`config.mk`:
```
export PLATFORM = sky130hd
export DESIGN_NAME = riscv_fetch_q_flat
export DESIGN_NICKNAME = d
export VERILOG_FILES = /design/src/rtl/riscv_fetch_q_pkg.sv /design/src/rtl/riscv_fetch_q_if.sv /design/src/rtl/riscv_fetch_fifo.sv /design/src/rtl/riscv_fetch_q.sv /design/src/flat_wrapper.sv
export SDC_FILE = /design/constraint.sdc
export NUM_CORES = 1
export LEC_CHECK = 0
export BUFFER_PORTS_ARGS = -buffer_cell sky130_fd_sc_hd__buf_2
export CAP_MARGIN = 25
export CORE_MARGIN = 2
export CORE_UTILIZATION = 30
export CTS_CLUSTER_SIZE = 30
export DETAILED_ROUTE_END_ITERATION = 12
export GPL_TIMING_DRIVEN = 0
export MAX_ROUTING_LAYER = met4
export PLACE_DENSITY = 0.57
export SLEW_MARGIN = 20
export SYNTH_ARGS = -nofsm -noshare
export SYNTH_HDL_FRONTEND = slang
export SYNTH_SLANG_ARGS = --single-unit
```
`constraint.sdc`:
```
create_clock -name i_clk -period 4.8 [get_ports i_clk]
set_input_delay 0.72 -clock i_clk [delete_from_list [all_inputs] [get_ports i_clk]]
set_output_delay 0.72 -clock i_clk [all_outputs]
set_load 0.03 [all_outputs]
```
`src/rtl/riscv_fetch_q_pkg.sv`:
```
// Shared constants for the RV32I fetch stage: NOP encoding, state encodings, default reset PC.
package riscv_fetch_q_pkg;

    localparam logic [31:0] NOP_INSTR        = 32'h0000_0013;
    localparam logic [31:0] RESET_PC_DEFAULT = 32'h0000_0000;

    typedef enum logic [1:0] {
        ST_RESET   = 2'd0,
        ST_FETCH   = 2'd1,
        ST_DISCARD = 2'd2
    } fetch_state_e;

endpackage

```
`src/rtl/riscv_fetch_q_if.sv`:
```
// Fetch-stage bus bundle: imem request/response, execute redirect, decode handshake.
// Signal names are seen from the fetch stage (master) side.
interface riscv_fetch_q_if #(
    parameter int XLEN = 32
);
    logic            o_imem_req;
    logic [XLEN-1:0] o_imem_addr;
    logic            i_imem_gnt;
    logic            i_imem_rvalid;
    logic [31:0]     i_imem_rdata;
    logic            i_redirect;
    logic [XLEN-1:0] i_redirect_pc;
    logic            i_stall_d;
    logic            o_if_valid;
    logic [31:0]     o_if_instr;
    logic [XLEN-1:0] o_if_pc;
    logic [XLEN-1:0] o_if_pc4;

    modport master (
        output o_imem_req, o_imem_addr, o_if_valid, o_if_instr, o_if_pc, o_if_pc4,
        input  i_imem_gnt, i_imem_rvalid, i_imem_rdata, i_redirect, i_redirect_pc, i_stall_d
    );

    modport slave (
        input  o_imem_req, o_imem_addr, o_if_valid, o_if_instr, o_if_pc, o_if_pc4,
        output i_imem_gnt, i_imem_rvalid, i_imem_rdata, i_redirect, i_redirect_pc, i_stall_d
    );
endinterface

```
`src/rtl/riscv_fetch_fifo.sv`:
```
// Synchronous FIFO of {pc, instr} pairs with clear; head is read straight from storage.
module riscv_fetch_fifo #(
    parameter int XLEN   = 32,
    parameter int QDEPTH = 4,
    localparam int AW    = $clog2(QDEPTH),
    localparam int CW    = AW + 1
) (
    input  logic            i_clk,
    input  logic            i_rst,
    input  logic            i_push,
    input  logic [XLEN-1:0] i_push_pc,
    input  logic [31:0]     i_push_instr,
    input  logic            i_pop,
    input  logic            i_clear,
    output logic [CW-1:0]   o_count,
    output logic [XLEN-1:0] o_head_pc,
    output logic [31:0]     o_head_instr
);

    logic [QDEPTH-1:0][XLEN-1:0] r_pc_mem;
    logic [QDEPTH-1:0][31:0]     r_instr_mem;
    logic [AW-1:0]               r_wr;
    logic [AW-1:0]               r_rd;
    logic [CW-1:0]               r_count;
    logic                        w_pop;

    assign w_pop        = i_pop && (r_count != '0);
    assign o_count      = r_count;
    assign o_head_pc    = r_pc_mem[r_rd];
    assign o_head_instr = r_instr_mem[r_rd];

    always_ff @(posedge i_clk) begin
        if (i_push && !i_clear) begin
            r_pc_mem[r_wr]    <= i_push_pc;
            r_instr_mem[r_wr] <= i_push_instr;
        end
    end

    always_ff @(posedge i_clk or posedge i_rst) begin
        if (i_rst) begin
            r_wr    <= '0;
            r_rd    <= '0;
            r_count <= '0;
        end else if (i_clear) begin
            r_wr    <= '0;
            r_rd    <= '0;
            r_count <= '0;
        end else begin
            if (i_push) r_wr <= r_wr + AW'(1);
            if (w_pop)  r_rd <= r_rd + AW'(1);
            case ({i_push, w_pop})
                2'b10:   r_count <= r_count + CW'(1);
                2'b01:   r_count <= r_count - CW'(1);
                default: r_count <= r_count;
            endcase
        end
    end

    // The credit limit upstream keeps a push on a full FIFO always paired with a pop.
    assert property (@(posedge i_clk) disable iff (i_rst)
        !(i_push && !i_clear && !w_pop && (r_count == CW'(QDEPTH))));

endmodule

```
`src/rtl/riscv_fetch_q.sv`:
```
// RV32I instruction-fetch stage: credit-limited in-order imem requests, response FIFO,
// redirect flush with stale-response discard. Optional perf counters: RISCV_FETCH_PERF_EN.
module riscv_fetch_q
    import riscv_fetch_q_pkg::*;
#(
    parameter int              XLEN     = 32,
    parameter logic [XLEN-1:0] RESET_PC = XLEN'(RESET_PC_DEFAULT),
    parameter int              QDEPTH   = 4
) (
    input  logic            i_clk,
    input  logic            i_rst,
    riscv_fetch_q_if.master bus
`ifdef RISCV_FETCH_PERF_EN
    ,
    output logic [31:0]     o_perf_fetch_cnt,
    output logic [31:0]     o_perf_bubble_cnt
`endif
);

    localparam int CW = $clog2(QDEPTH) + 1;

    fetch_state_e    r_state;
    logic [XLEN-1:0] r_pc;
    logic [XLEN-1:0] r_rsp_pc;
    logic [XLEN-1:0] r_last_pc;
    logic [CW-1:0]   r_out;
    logic [CW-1:0]   r_stale;

    logic [CW-1:0]   w_occ;
    logic [CW-1:0]   w_out_nxt;
    logic [CW-1:0]   w_stale_nxt;
    logic [XLEN-1:0] w_tgt;
    logic [XLEN-1:0] w_head_pc;
    logic [31:0]     w_head_instr;
    logic            w_live;
    logic            w_req;
    logic            w_gnt;
    logic            w_rsp;
    logic            w_drop;
    logic            w_push;
    logic            w_pop;
    logic            w_valid;

    assign w_live  = (r_state != ST_RESET);
    assign w_tgt   = bus.i_redirect_pc & ~XLEN'(3);
    assign w_valid = (w_occ != '0);
    // Occupancy plus in-flight requests never exceeds QDEPTH, so every response has a slot.
    assign w_req   = w_live && !bus.i_redirect &&
                     (({1'b0, w_occ} + {1'b0, r_out}) < (CW + 1)'(QDEPTH));
    assign w_gnt   = w_req && bus.i_imem_gnt;
    assign w_rsp   = bus.i_imem_rvalid && w_live && (r_out != '0);
    assign w_drop  = w_rsp && ((r_stale != '0) || bus.i_redirect);
    assign w_push  = w_rsp && !w_drop;
    assign w_pop   = w_valid && !bus.i_stall_d && !bus.i_redirect;

    always_comb begin
        w_out_nxt = r_out;
        if (w_gnt && !w_rsp)      w_out_nxt = r_out + CW'(1);
        else if (!w_gnt && w_rsp) w_out_nxt = r_out - CW'(1);
    end

    always_comb begin
        w_stale_nxt = r_stale;
        if (bus.i_redirect)                w_stale_nxt = w_out_nxt;
        else if (w_rsp && r_stale != '0)   w_stale_nxt = r_stale - CW'(1);
    end

    always_ff @(posedge i_clk or posedge i_rst) begin
        if (i_rst) begin
            r_state   <= ST_RESET;
            r_pc      <= RESET_PC;
            r_rsp_pc  <= RESET_PC;
            r_last_pc <= RESET_PC;
            r_out     <= '0;
            r_stale   <= '0;
        end else begin
            r_out   <= w_out_nxt;
            r_stale <= w_stale_nxt;
            if (w_valid) r_last_pc <= w_head_pc;
            if (bus.i_redirect) begin
                r_pc     <= w_tgt;
                r_rsp_pc <= w_tgt;
            end else begin
                if (w_gnt)  r_pc     <= r_pc + XLEN'(4);
                if (w_push) r_rsp_pc <= r_rsp_pc + XLEN'(4);
            end
            case (r_state)
                ST_RESET:   r_state <= ST_FETCH;
                ST_FETCH:   if (bus.i_redirect && w_stale_nxt != '0) r_state <= ST_DISCARD;
                ST_DISCARD: if (!bus.i_redirect && w_stale_nxt == '0) r_state <= ST_FETCH;
                default:    r_state <= ST_RESET;
            endcase
        end
    end

    riscv_fetch_fifo #(
        .XLEN   (XLEN),
        .QDEPTH (QDEPTH)
    ) u_fifo (
        .i_clk        (i_clk),
        .i_rst        (i_rst),
        .i_push       (w_push),
        .i_push_pc    (r_rsp_pc),
        .i_push_instr (bus.i_imem_rdata),
        .i_pop        (w_pop),
        .i_clear      (bus.i_redirect),
        .o_count      (w_occ),
        .o_head_pc    (w_head_pc),
        .o_head_instr (w_head_instr)
    );

    assign bus.o_imem_req  = w_req;
    assign bus.o_imem_addr = r_pc;
    assign bus.o_if_valid  = w_valid;
    assign bus.o_if_instr  = w_valid ? w_head_instr : NOP_INSTR;
    assign bus.o_if_pc     = w_valid ? w_head_pc : r_last_pc;
    assign bus.o_if_pc4    = bus.o_if_pc + XLEN'(4);

`ifdef RISCV_FETCH_PERF_EN
    logic [31:0] r_perf_fetch;
    logic [31:0] r_perf_bubble;

    always_ff @(posedge i_clk or posedge i_rst) begin
        if (i_rst) begin
            r_perf_fetch  <= '0;
            r_perf_bubble <= '0;
        end else begin
            if (w_pop) r_perf_fetch <= r_perf_fetch + 32'd1;
            if (w_live && !w_valid && !bus.i_stall_d) r_perf_bubble <= r_perf_bubble + 32'd1;
        end
    end

    assign o_perf_fetch_cnt  = r_perf_fetch;
    assign o_perf_bubble_cnt = r_perf_bubble;
`endif

endmodule

```
`src/flat_wrapper.sv`:
```
// flat-port wrapper written by rule: the top's interface ports become plain ports
module riscv_fetch_q_flat import riscv_fetch_q_pkg::*;
#(
    parameter int              XLEN     = 32,
    parameter logic [XLEN-1:0] RESET_PC = XLEN'(RESET_PC_DEFAULT),
    parameter int              QDEPTH   = 4
)
  (i_clk, i_rst, bus_o_imem_req, bus_o_imem_addr, bus_o_if_valid, bus_o_if_instr, bus_o_if_pc, bus_o_if_pc4, bus_i_imem_gnt, bus_i_imem_rvalid, bus_i_imem_rdata, bus_i_redirect, bus_i_redirect_pc, bus_i_stall_d);
  riscv_fetch_q_if #(.XLEN(XLEN)) bus_i ();
  input  logic i_clk;
  input  logic i_rst;
  output wire logic [$bits(bus_i.o_imem_req)-1:0] bus_o_imem_req;
  output wire logic [$bits(bus_i.o_imem_addr)-1:0] bus_o_imem_addr;
  output wire logic [$bits(bus_i.o_if_valid)-1:0] bus_o_if_valid;
  output wire logic [$bits(bus_i.o_if_instr)-1:0] bus_o_if_instr;
  output wire logic [$bits(bus_i.o_if_pc)-1:0] bus_o_if_pc;
  output wire logic [$bits(bus_i.o_if_pc4)-1:0] bus_o_if_pc4;
  input wire logic [$bits(bus_i.i_imem_gnt)-1:0] bus_i_imem_gnt;
  input wire logic [$bits(bus_i.i_imem_rvalid)-1:0] bus_i_imem_rvalid;
  input wire logic [$bits(bus_i.i_imem_rdata)-1:0] bus_i_imem_rdata;
  input wire logic [$bits(bus_i.i_redirect)-1:0] bus_i_redirect;
  input wire logic [$bits(bus_i.i_redirect_pc)-1:0] bus_i_redirect_pc;
  input wire logic [$bits(bus_i.i_stall_d)-1:0] bus_i_stall_d;
  assign bus_o_imem_req = bus_i.o_imem_req;
  assign bus_o_imem_addr = bus_i.o_imem_addr;
  assign bus_o_if_valid = bus_i.o_if_valid;
  assign bus_o_if_instr = bus_i.o_if_instr;
  assign bus_o_if_pc = bus_i.o_if_pc;
  assign bus_o_if_pc4 = bus_i.o_if_pc4;
  assign bus_i.i_imem_gnt = bus_i_imem_gnt;
  assign bus_i.i_imem_rvalid = bus_i_imem_rvalid;
  assign bus_i.i_imem_rdata = bus_i_imem_rdata;
  assign bus_i.i_redirect = bus_i_redirect;
  assign bus_i.i_redirect_pc = bus_i_redirect_pc;
  assign bus_i.i_stall_d = bus_i_stall_d;
  riscv_fetch_q #(.XLEN(XLEN), .RESET_PC(RESET_PC), .QDEPTH(QDEPTH)) u_core (.i_clk(i_clk), .i_rst(i_rst), .bus(bus_i));
endmodule
```
==> results of run 1 <==
-- worst register-to-register path, cell delays in order, from the launching register on --
cell and delay (ns):
dfrtp_1 0.41, inv_1 0.06, ha_1 0.20, ha_1 0.18, nand2b_1 0.13, buf_2 0.17
or2_2 0.28, clkbuf_1 0.19, nor2_2 0.40, and3_4 0.52, buf_16 0.31
-- metal layers --
metal  global-route usage [%]  share of wire, %  wire [um]
met3                     2.66               5.4       2090
met5                        -                 0          0
met1                     20.6                46      17900
met2                     22.6                46      18100
met4                     4.54               2.4        944
-- logic make-up after synthesis --
group | after synthesis | synth area share (%)
other | 1 | 0.0242
flip-flops | 355 | 65.3
buffers and inverters | 79 | 2.38
AND/OR/NAND/NOR | 349 | 11.7
XOR/XNOR | 73 | 4.17
AO/OA/AOI/OAI | 103 | 4.33
multiplexers | 86 | 10.8
adder cells (fa/ha/maj) | 15 | 1.26
-- cell type report --
type                            count  area, um2  share of cell area (%)
Sequential cell                   355      10100                    54.1
Tap cell                          680        851                    4.54
Timing Repair Buffer              204       1160                    6.17
Buffer                             44        246                    1.32
Multi-Input combinational cell    628       5040                    26.9
Clock buffer                       60       1110                    5.91
Inverter                           32        125                   0.668
Clock inverter                     12       76.3                   0.408
-- final timing paths --
check / startpoint / to / slack [ns] / cells past startpoint
max: u_core.u_fifo.o_count[2] / bus_o_if_pc4[30] / 0.27 / 13
max in group asynchronous: i_rst / u_core.r_last_pc[30] / 3.92 / 3
min in group i_clk: bus_i_imem_rdata[10] / u_core.u_fifo.r_instr_mem[10] / 0.40 / 1
max reg2reg: u_core.r_out[0] / u_core.u_fifo.r_instr_mem[121] / 1.54 / 10
min reg2reg: u_core.r_last_pc[0] / u_core.r_last_pc[0] / 0.53 / 1
min: i_rst / u_core.bus.o_imem_addr[13] / 0.16 / 2
-- timing repair --
| action | in CTS | in global routing |
|---|---|---|
| pin swaps | 2 | 0 |
| endpoints found under the hold margin | 0 | 0 |
| setup endpoints to repair | 29 | 6 |
| gates cloned | 0 | 0 |
| buffers inserted | 4 | 0 |
| gates resized for setup | 5 | 3 |
-- through the flow --
step | setup WS [ns] | instances | hold WS, ns | util, % | cell area [um2]
after global routing | 0.0533 | 2015 | 0.172 | 36.6 | 18700
after CTS | 0.0355 | 2016 | 0.159 | 36.6 | 18700
final | 0.266 | 2015 | 0.161 | 36.6 | 18700
after detailed placement | -0.275 | 1942 | 0.510 | 34.2 | 17500
after global placement | -0.581 | 1937 | 0.505 | 33.8 | 17300
after floorplan | 0.422 | 1062 | 0.476 | - | 15500
-- cell usage in the layout, fill, tap and decap left out, types with 5 or more instances in the layout --
master / n
inv_1: 30
o311ai_0: 10
buf_4: 8
and2_1: 33
edfxtp_1: 248
buf_16: 5
dfrtp_1: 107
nor3_1: 19
o211ai_1: 7
mux2_2: 13
mux4_2: 55
nand3_1: 46
clkbuf_1: 36
mux4_1: 7
nor2_1: 36
o21ai_0: 43
ha_1: 14
nand4_1: 19
nand2_1: 132
a21oi_1: 15
or2_2: 8
a31oi_1: 5
buf_2: 204
xor2_1: 23
xnor2_1: 49
clkbuf_16: 40
and3_1: 11
mux2i_1: 11
-- registers in the layout, summed over array words and instances (netlist names) --
name and cells:
u_core.r_last_pc 32, u_core.r_stale 3, u_core.r_state 2, u_core.u_fifo.o_count 3, u_core.r_out 3, u_core.u_fifo.r_instr_mem 128, u_core.u_fifo.r_pc_mem 120, u_core.u_fifo.r_wr 2
u_core.u_fifo.r_rd 2, u_core.r_rsp_pc 30, u_core.bus.o_imem_addr 30
-- report_power, final --
| part | internal, W | total (W) | switching, W |
|---|---|---|---|
| combinational | 0.00142 | 0.00449 | 0.00307 |
| sequential | 0.00359 | 0.00385 | 0.000251 |
| clock | 0.00159 | 0.00280 | 0.00121 |
==> results.md, run 1 <==
- The run finished with clean final reports.
- The power per cell area is ~600 nW/um2.
- The setup clock skew after layout is 0.0363 ns.
- The violation count after the first detailed-route iteration is 705.
- The number of storage elements in the synthesis netlist is approximately 360.
- Measured against its own limit, the worst slew margin works out to 45.0%.
- Yosys printed 0 warnings.
- The DRC violation count after routing is 0.
- CTS placed an instance of clkbuf_16 at the clock tree root.
- The initial antenna violation count was 1.
- The post-synth design cell area is 15500 um2.
- Across all layers, the routed design uses 9743 vias.
- The element type at the critical path end is an output port.
- Once detail routing completed, the nets flagged for antenna violations numbered 0.
- The post-synthesis cell count is 1061.
- The cell accounting for the most synthesized area is edfxtp_1.
- The number of pins exceeding their max-slew limit in the final report came to 0.
- The CTS tree is built.
- The average instance area after synthesis is between 10 and 15 um2.
- The kind of critical path is reg2out.
- The largest voltage drop on the vdd net is 287 uV.
- The die covers 53500 um2.
- Summed over all layers, the global routing overflow is 0.
- The transition time of the tightest slew-check pin is 0.825 ns.
- Of the post-synthesis cell area, the dominant cell type holds ~48%.
- The critical path goes through nor3_4, buf_12, clkbuf_2, clkbuf_4, nand2_1, nand2_1, ha_1, nand4_1, nor4_4, buf_4, and2b_1, xnor2_1, buf_2.
- The highest clock rate is 0.221 GHz.
- The tightest min-delay check is of the in2async type.
- The area growth from synthesis to final layout is 20.8%.
- Setup violations remaining at the end of the flow were counted as 0.
- For this run, the leading register cell type out of synthesis is edfxtp_1.
- The clock sink count is 355.
- The final number of hold-violating endpoints was 0.
- Setup repair after global routing left no endpoint under its margin.
- For this run, the detailed router's first-pass iteration total came to 5.
- The ratio of cells with drive above 1 in the final layout is 28.5%.
- In the final routed layout, each cell accounts on average for between 15 and 20 um.
- Detailed placement finished with a half-perimeter wire length of about 27 mm.
- In this run, synthesis inferred about 250 flip-flops with an integrated enable.
- The die is 231 um wide.
- The number of buffers inserted by port buffering is 195.
- Clock latency on the worst-skew pair, taken at its later pin, is between 0.5 and 0.6 ns.
- The accumulated negative setup slack is 0 ns.
- Entering global routing, the biggest net connects 70 pins.
- For this design the static power due to leakage is 6.94 nW.
- The count of standard-cell rows is between 80 and 90.
- The number of primary I/O pins is 200.
- The H-tree generated during clock tree synthesis spans 2 levels.
- The share of async-settable or async-resettable flops after synthesis is 30.1%.
- By area the synthesized netlist is led by edfxtp_1, dfrtp_1, mux4_2.
- The maximum buffer depth of the clock tree is 3.
- The count of inserted antenna diode cells is 0.
- The critical-path maximum fanout is 10.
- The total area inside the core boundary comes to 51200 um2.
- The cell class contributing the biggest share of worst-path delay is buffers and inverters.
- After detailed routing, the total wire length is 39.1 mm.
- The required arrival time at the worst endpoint is 4.08 ns.
- Routability-driven placement finished with a final weighted congestion of between 0.8 and 0.9.
- The data arrival time at the worst-slack endpoint is 3.81 ns.
- Counting instances in the post-synthesis netlist gives the leading cell types as edfxtp_1, nand2_1, dfrtp_1.
- Dividing the detail-routed via count by the number of cells gives 4.84.
- For this run, the register share of the synthesized area comes to 65.3%.
- After clock tree synthesis, the clock-pin slew on the worst setup and hold paths is approximately 0.06 ns.
- Max-cap violations in this run came to 0.
- The filler cell count is 4912.
- In this design, the critical path's most frequently occurring cell is nand2_1.
- The via count of the first global-routing pass is 9812.
- In this design, the stage delay of the slowest critical-path cell is 0.45 ns.
- The critical path launch point type is a flop.
- For this configuration, the core starts out at a cell density of a little under a third.
- The global-route usage over all layers is between 10% and 20%.
- The die is ~230 um tall.
- After layout, the design draws a total of between 0.01 and 0.015 W.
- Of the available clock period, the critical path in the final layout requires 94.5%.
- The most common cell in the synthesized netlist is edfxtp_1.
- Subtracting the final worst setup slack from the clock period gives about 4.5 ns.
- In this run, post-CTS hold repair placed 0 buffers.
- At the end of the flow, the number of nets in the layout was 1389.
- Together, buffers and inverters on the worst path number 5.
- For this design, the slowest cell found on the critical path is dfrtp_1.
- The number of different library cells used by synthesis comes to a little over 70.
- The total CTS buffers is 39.
- The first global-routing pass estimated 59.2 mm of wire.
(Power assumes the default switching activity.)
==> run 2, diff against run 1 <==
--- a/config.mk
+++ b/config.mk
@@ -9,2 +9,3 @@
 export CAP_MARGIN = 25
+export CORE_ASPECT_RATIO = 2
 export CORE_MARGIN = 2
@@ -14,3 +15,2 @@
 export GPL_TIMING_DRIVEN = 0
-export MAX_ROUTING_LAYER = met4
 export PLACE_DENSITY = 0.57
==> constraint.sdc (replaced) <==
create_clock -name i_clk -period 4.8 [get_ports i_clk]
set_input_delay 0.96 -clock i_clk [delete_from_list [all_inputs] [get_ports i_clk]]
set_output_delay 0.96 -clock i_clk [all_outputs]
set_load 0.03 [all_outputs]
==> results.md, run 2 (synthesis results as in run 1) <==
- The flow ran to the end, and the final reports show no timing, DRC or antenna violations.
- The number of buffers inserted by port buffering is 195 (unchanged).
- The violation count after the first detailed-route iteration was 583 (-17%).
- The cell with the largest stage delay on the worst path is dfrtp_2.
- The highest cell delay on the worst timing path is 0.45 ns (about the same).
- The flip-flop count of the largest register, all copies and words added is 128 (unchanged).
- The global-route usage over all layers came to 15.6% (+0.62 points).
- The register clock-pin slew on the reported worst setup and hold paths is 0.07 ns (about the same).
- The depth of the worst register-to-register path is 10 (unchanged).
- The relative slew slack was 42.0% (-3.0 points).
- The final critical-path setup slack came to 0.140 ns (-0.126 ns).
- The overall die height is 325 um (+41%).
- Grouping stages by cell kind, the critical path spends the most delay in buffers and inverters.
- In the layout the commonest cells are edfxtp_1, buf_2, nand2_1.
- The overall via count from detail_route came to 9724 (-0.20%).
- In this run the critical register-to-register path is launched from u_core.r_out[0].
- The count of endpoints failing setup in the final report is 0 (unchanged).
- The count of maximum capacitance violations was 0 (unchanged).
- The core footprint is 50900 um2 (-0.50%).
- The buffering stage count on the worst path with inverters included is 8 (+3).
- TritonCTS built the clock tree.
- The transition time of the tightest slew-check pin came to 0.870 ns (+0.0447 ns).
- The leftover overflow at the end of global routing is 0 (unchanged).
- The worst setup slack for register-to-register paths was 1.26 ns (-0.28 ns).
- The via count of the first global-routing pass is 10.1k (+3.1%).
- The global placement routability congestion came to 0.849 (-2.1%).
- The cell area after placement came to 17400 um2 (-0.31%).
- The largest voltage drop on the vdd net came to 635 uV (+120%).
- Leaving out fill and tap cells, the most frequent cell in the layout is edfxtp_1.
- The final number of hold-violating endpoints came to 0 (unchanged).
- The tree is rooted in a clkbuf_16.
- The final critical-path share of the clock period is 97.1% (+2.6 points).
- The wire length of the first global-routing pass is 62.4 mm (+5.3%).
- The maximum number of pins on one net before global-route repair came to 63 (-10%).
- The critical path launch point type is a flop.
- The register with the most flip-flops in the final layout is u_core.u_fifo.r_instr_mem.
- The setup clock skew after layout came to 0.0373 ns (+0.000957 ns).
- The antenna violation net count after detailed routing is 0 (unchanged).
- The largest registers in the layout are u_core.u_fifo.r_instr_mem: 128 flops, u_core.u_fifo.r_pc_mem: 120 flops, u_core.r_last_pc: 32 flops.
- The kind of critical path is reg2out.
- The total chip power was 0.0112 W (about the same).
- The ratio of cells with drive above 1 in the final layout is 29.5% (+1.0 points).
- The width of the die is 165 um (-29%).
- The area growth from synthesis to final layout is 20.0%.
- The clock sink count is 355 (unchanged).
- The number of hold-repair buffers added at the cts stage came to 0 (unchanged).
- The starting density of the core was 30.4% (+0.15 points).
- The number of pins exceeding their max-slew limit in the final report is 0 (unchanged).
- The iteration count of the initial detailed-routing pass is 4 (-1).
- The worst hold margin is 0.375 ns (+0.214 ns).
- The most prevalent standard cell on the critical path is buf_4.
- The area of all placed cells without fillers is 18600 um2 (-0.64%).
- The data arrival time at the worst-slack endpoint is 3.70 ns (-0.11 ns).
- The post-detailed-placement half-perimeter wirelength is 30.6 mm (+13%).
- The count of standard-cell rows is 117 (+41%).
- The worst setup path is captured at an output port.
- The critical-path maximum fanout is 19 (+9).
- The filler cell count is 4920 (+0.16%).
- The worst setup slack after placement came to -0.935 ns (-0.660 ns).
- The required arrival time at the worst endpoint came to 3.84 ns (-0.24 ns).
- The critical path goes through nor3_4, buf_12, inv_2, buf_8, buf_4, mux2i_2, inv_2, ha_4, nand4_1, buf_4, nor4_4, buf_6, and2b_1, xnor2_1, buf_4.
- The final layout net count is 1386 (-0.22%).
- The initial antenna violation count is 4 (+3).
- The deepest level of the CTS H-tree is 1 (-1).
- The final routed wire length divided by cell count is 20.9 um (+8.0%).
- The highest clock rate was 0.215 GHz (-2.7%).
- The cell leakage power came to 6.89 nW (-0.68%).
- The power per cell area is 599 nW/um2 (+0.73%).
- The total CTS buffers is 30 (-23%).
- The DRC violation count after routing was 0 (unchanged).
- The full die area was 53600 um2 (+0.21%).
- The clock period minus worst slack is 4.66 ns (+0.126 ns).
- The sum of routed wire length over all layers is 41.4 mm (+6.1%).
- The maximum buffer depth of the clock tree was 3 (unchanged).
- The number of primary I/O pins is 200 (unchanged).
- The clock latency on the worst-skew pair is 0.61 ns (+0.05 ns).
- The worst hold path belongs to the class in2async.
- In this run the critical register-to-register path is captured at u_core.u_fifo.r_instr_mem[21].
- The most critical setup path has its startpoint at u_core.u_fifo.o_count[2].
- The via-per-instance ratio is 4.91 (+1.6%).
- The core utilization of the finished layout is 36.5% (-0.054 points).
==> run 2: cell count changes in the layout (fill, tap and decap cells not counted), sizes merged <==
cell / before / now
clkbuf: 81 / 59
buf: 227 / 232
bufinv: 0 / 4
clkdlybuf4s15: 0 / 1
clkinvlp: 1 / 2
diode: 0 / 1
inv: 33 / 34
==> run 2: worst reg2reg max path: cells and delay by family (launching register included) <==
| kind | cells | cell delay, ns |
|---|---|---|
| buf+inv | 4 | 0.76 |
| flops | 1 | 0.44 |
| fa+ha+maj | 2 | 0.40 |
| simple gates | 4 | 1.61 |
==> run 2: power breakdown <==
| part | total [W] | switching [W] | internal (W) | leakage (nW) |
|---|---|---|---|---|
| clock | 0.00255 | 0.00114 | 0.00141 | 0.498 |
| combinational | 0.00476 | 0.00324 | 0.00152 | 2.86 |
| sequential | 0.00384 | 0.000248 | 0.00359 | 3.53 |
==> run 2: per-layer routing <==
metal	wire length (um)	track usage, %	vias to the layer above
li1	-	-	4455
met1	14900	17.0	4939
met2	23600	30.2	266
met3	1740	1.91	64
met4	1230	5.56	0
met5	0	0	-
==> run 2: what timing repair did <==
| item | CTS | global route |
|---|---|---|
| endpoints found under the setup margin | 45 | 16 |
| resized for setup | 21 | 10 |
| buffers inserted | 5 | 3 |
| pin swaps | 3 | 0 |
==> run 2: worst max-delay path by stage <==
stage                       endpoint  slack [ns]  depth (start not counted)
floorplan           bus_o_if_pc4[28]        0.18                         12
global placement    bus_o_if_pc4[18]       -0.99                         13
detailed placement  bus_o_if_pc4[18]       -0.94                         13
CTS                 bus_o_if_pc4[24]       0.007                         15
global route        bus_o_if_pc4[30]       -0.01                         15
finish              bus_o_if_pc4[30]        0.14                         15
==> run 2: cell type report <==
| class | count | area, um2 | area share, % |
|---|---|---|---|
| inverter | 32 | 125 | 0.673 |
| sequential | 355 | 10100 | 54.4 |
| clock inverter | 18 | 215 | 1.16 |
| clock buffer | 38 | 801 | 4.30 |
| tap | 654 | 818 | 4.40 |
| buffer | 46 | 279 | 1.50 |
| multi-input combinational | 628 | 5060 | 27.2 |
| timing repair buffer | 208 | 1170 | 6.32 |
| antenna | 1 | 2.50 | 0.0135 |
==> run 2: through the flow <==
stage               setup TNS [ns]  std cells
floorplan                        0       1062
global placement           -284.47       1911
detailed placement           -8.38       1916
CTS                              0       1976
global route               -0.0108       1979
finish                           0       1980
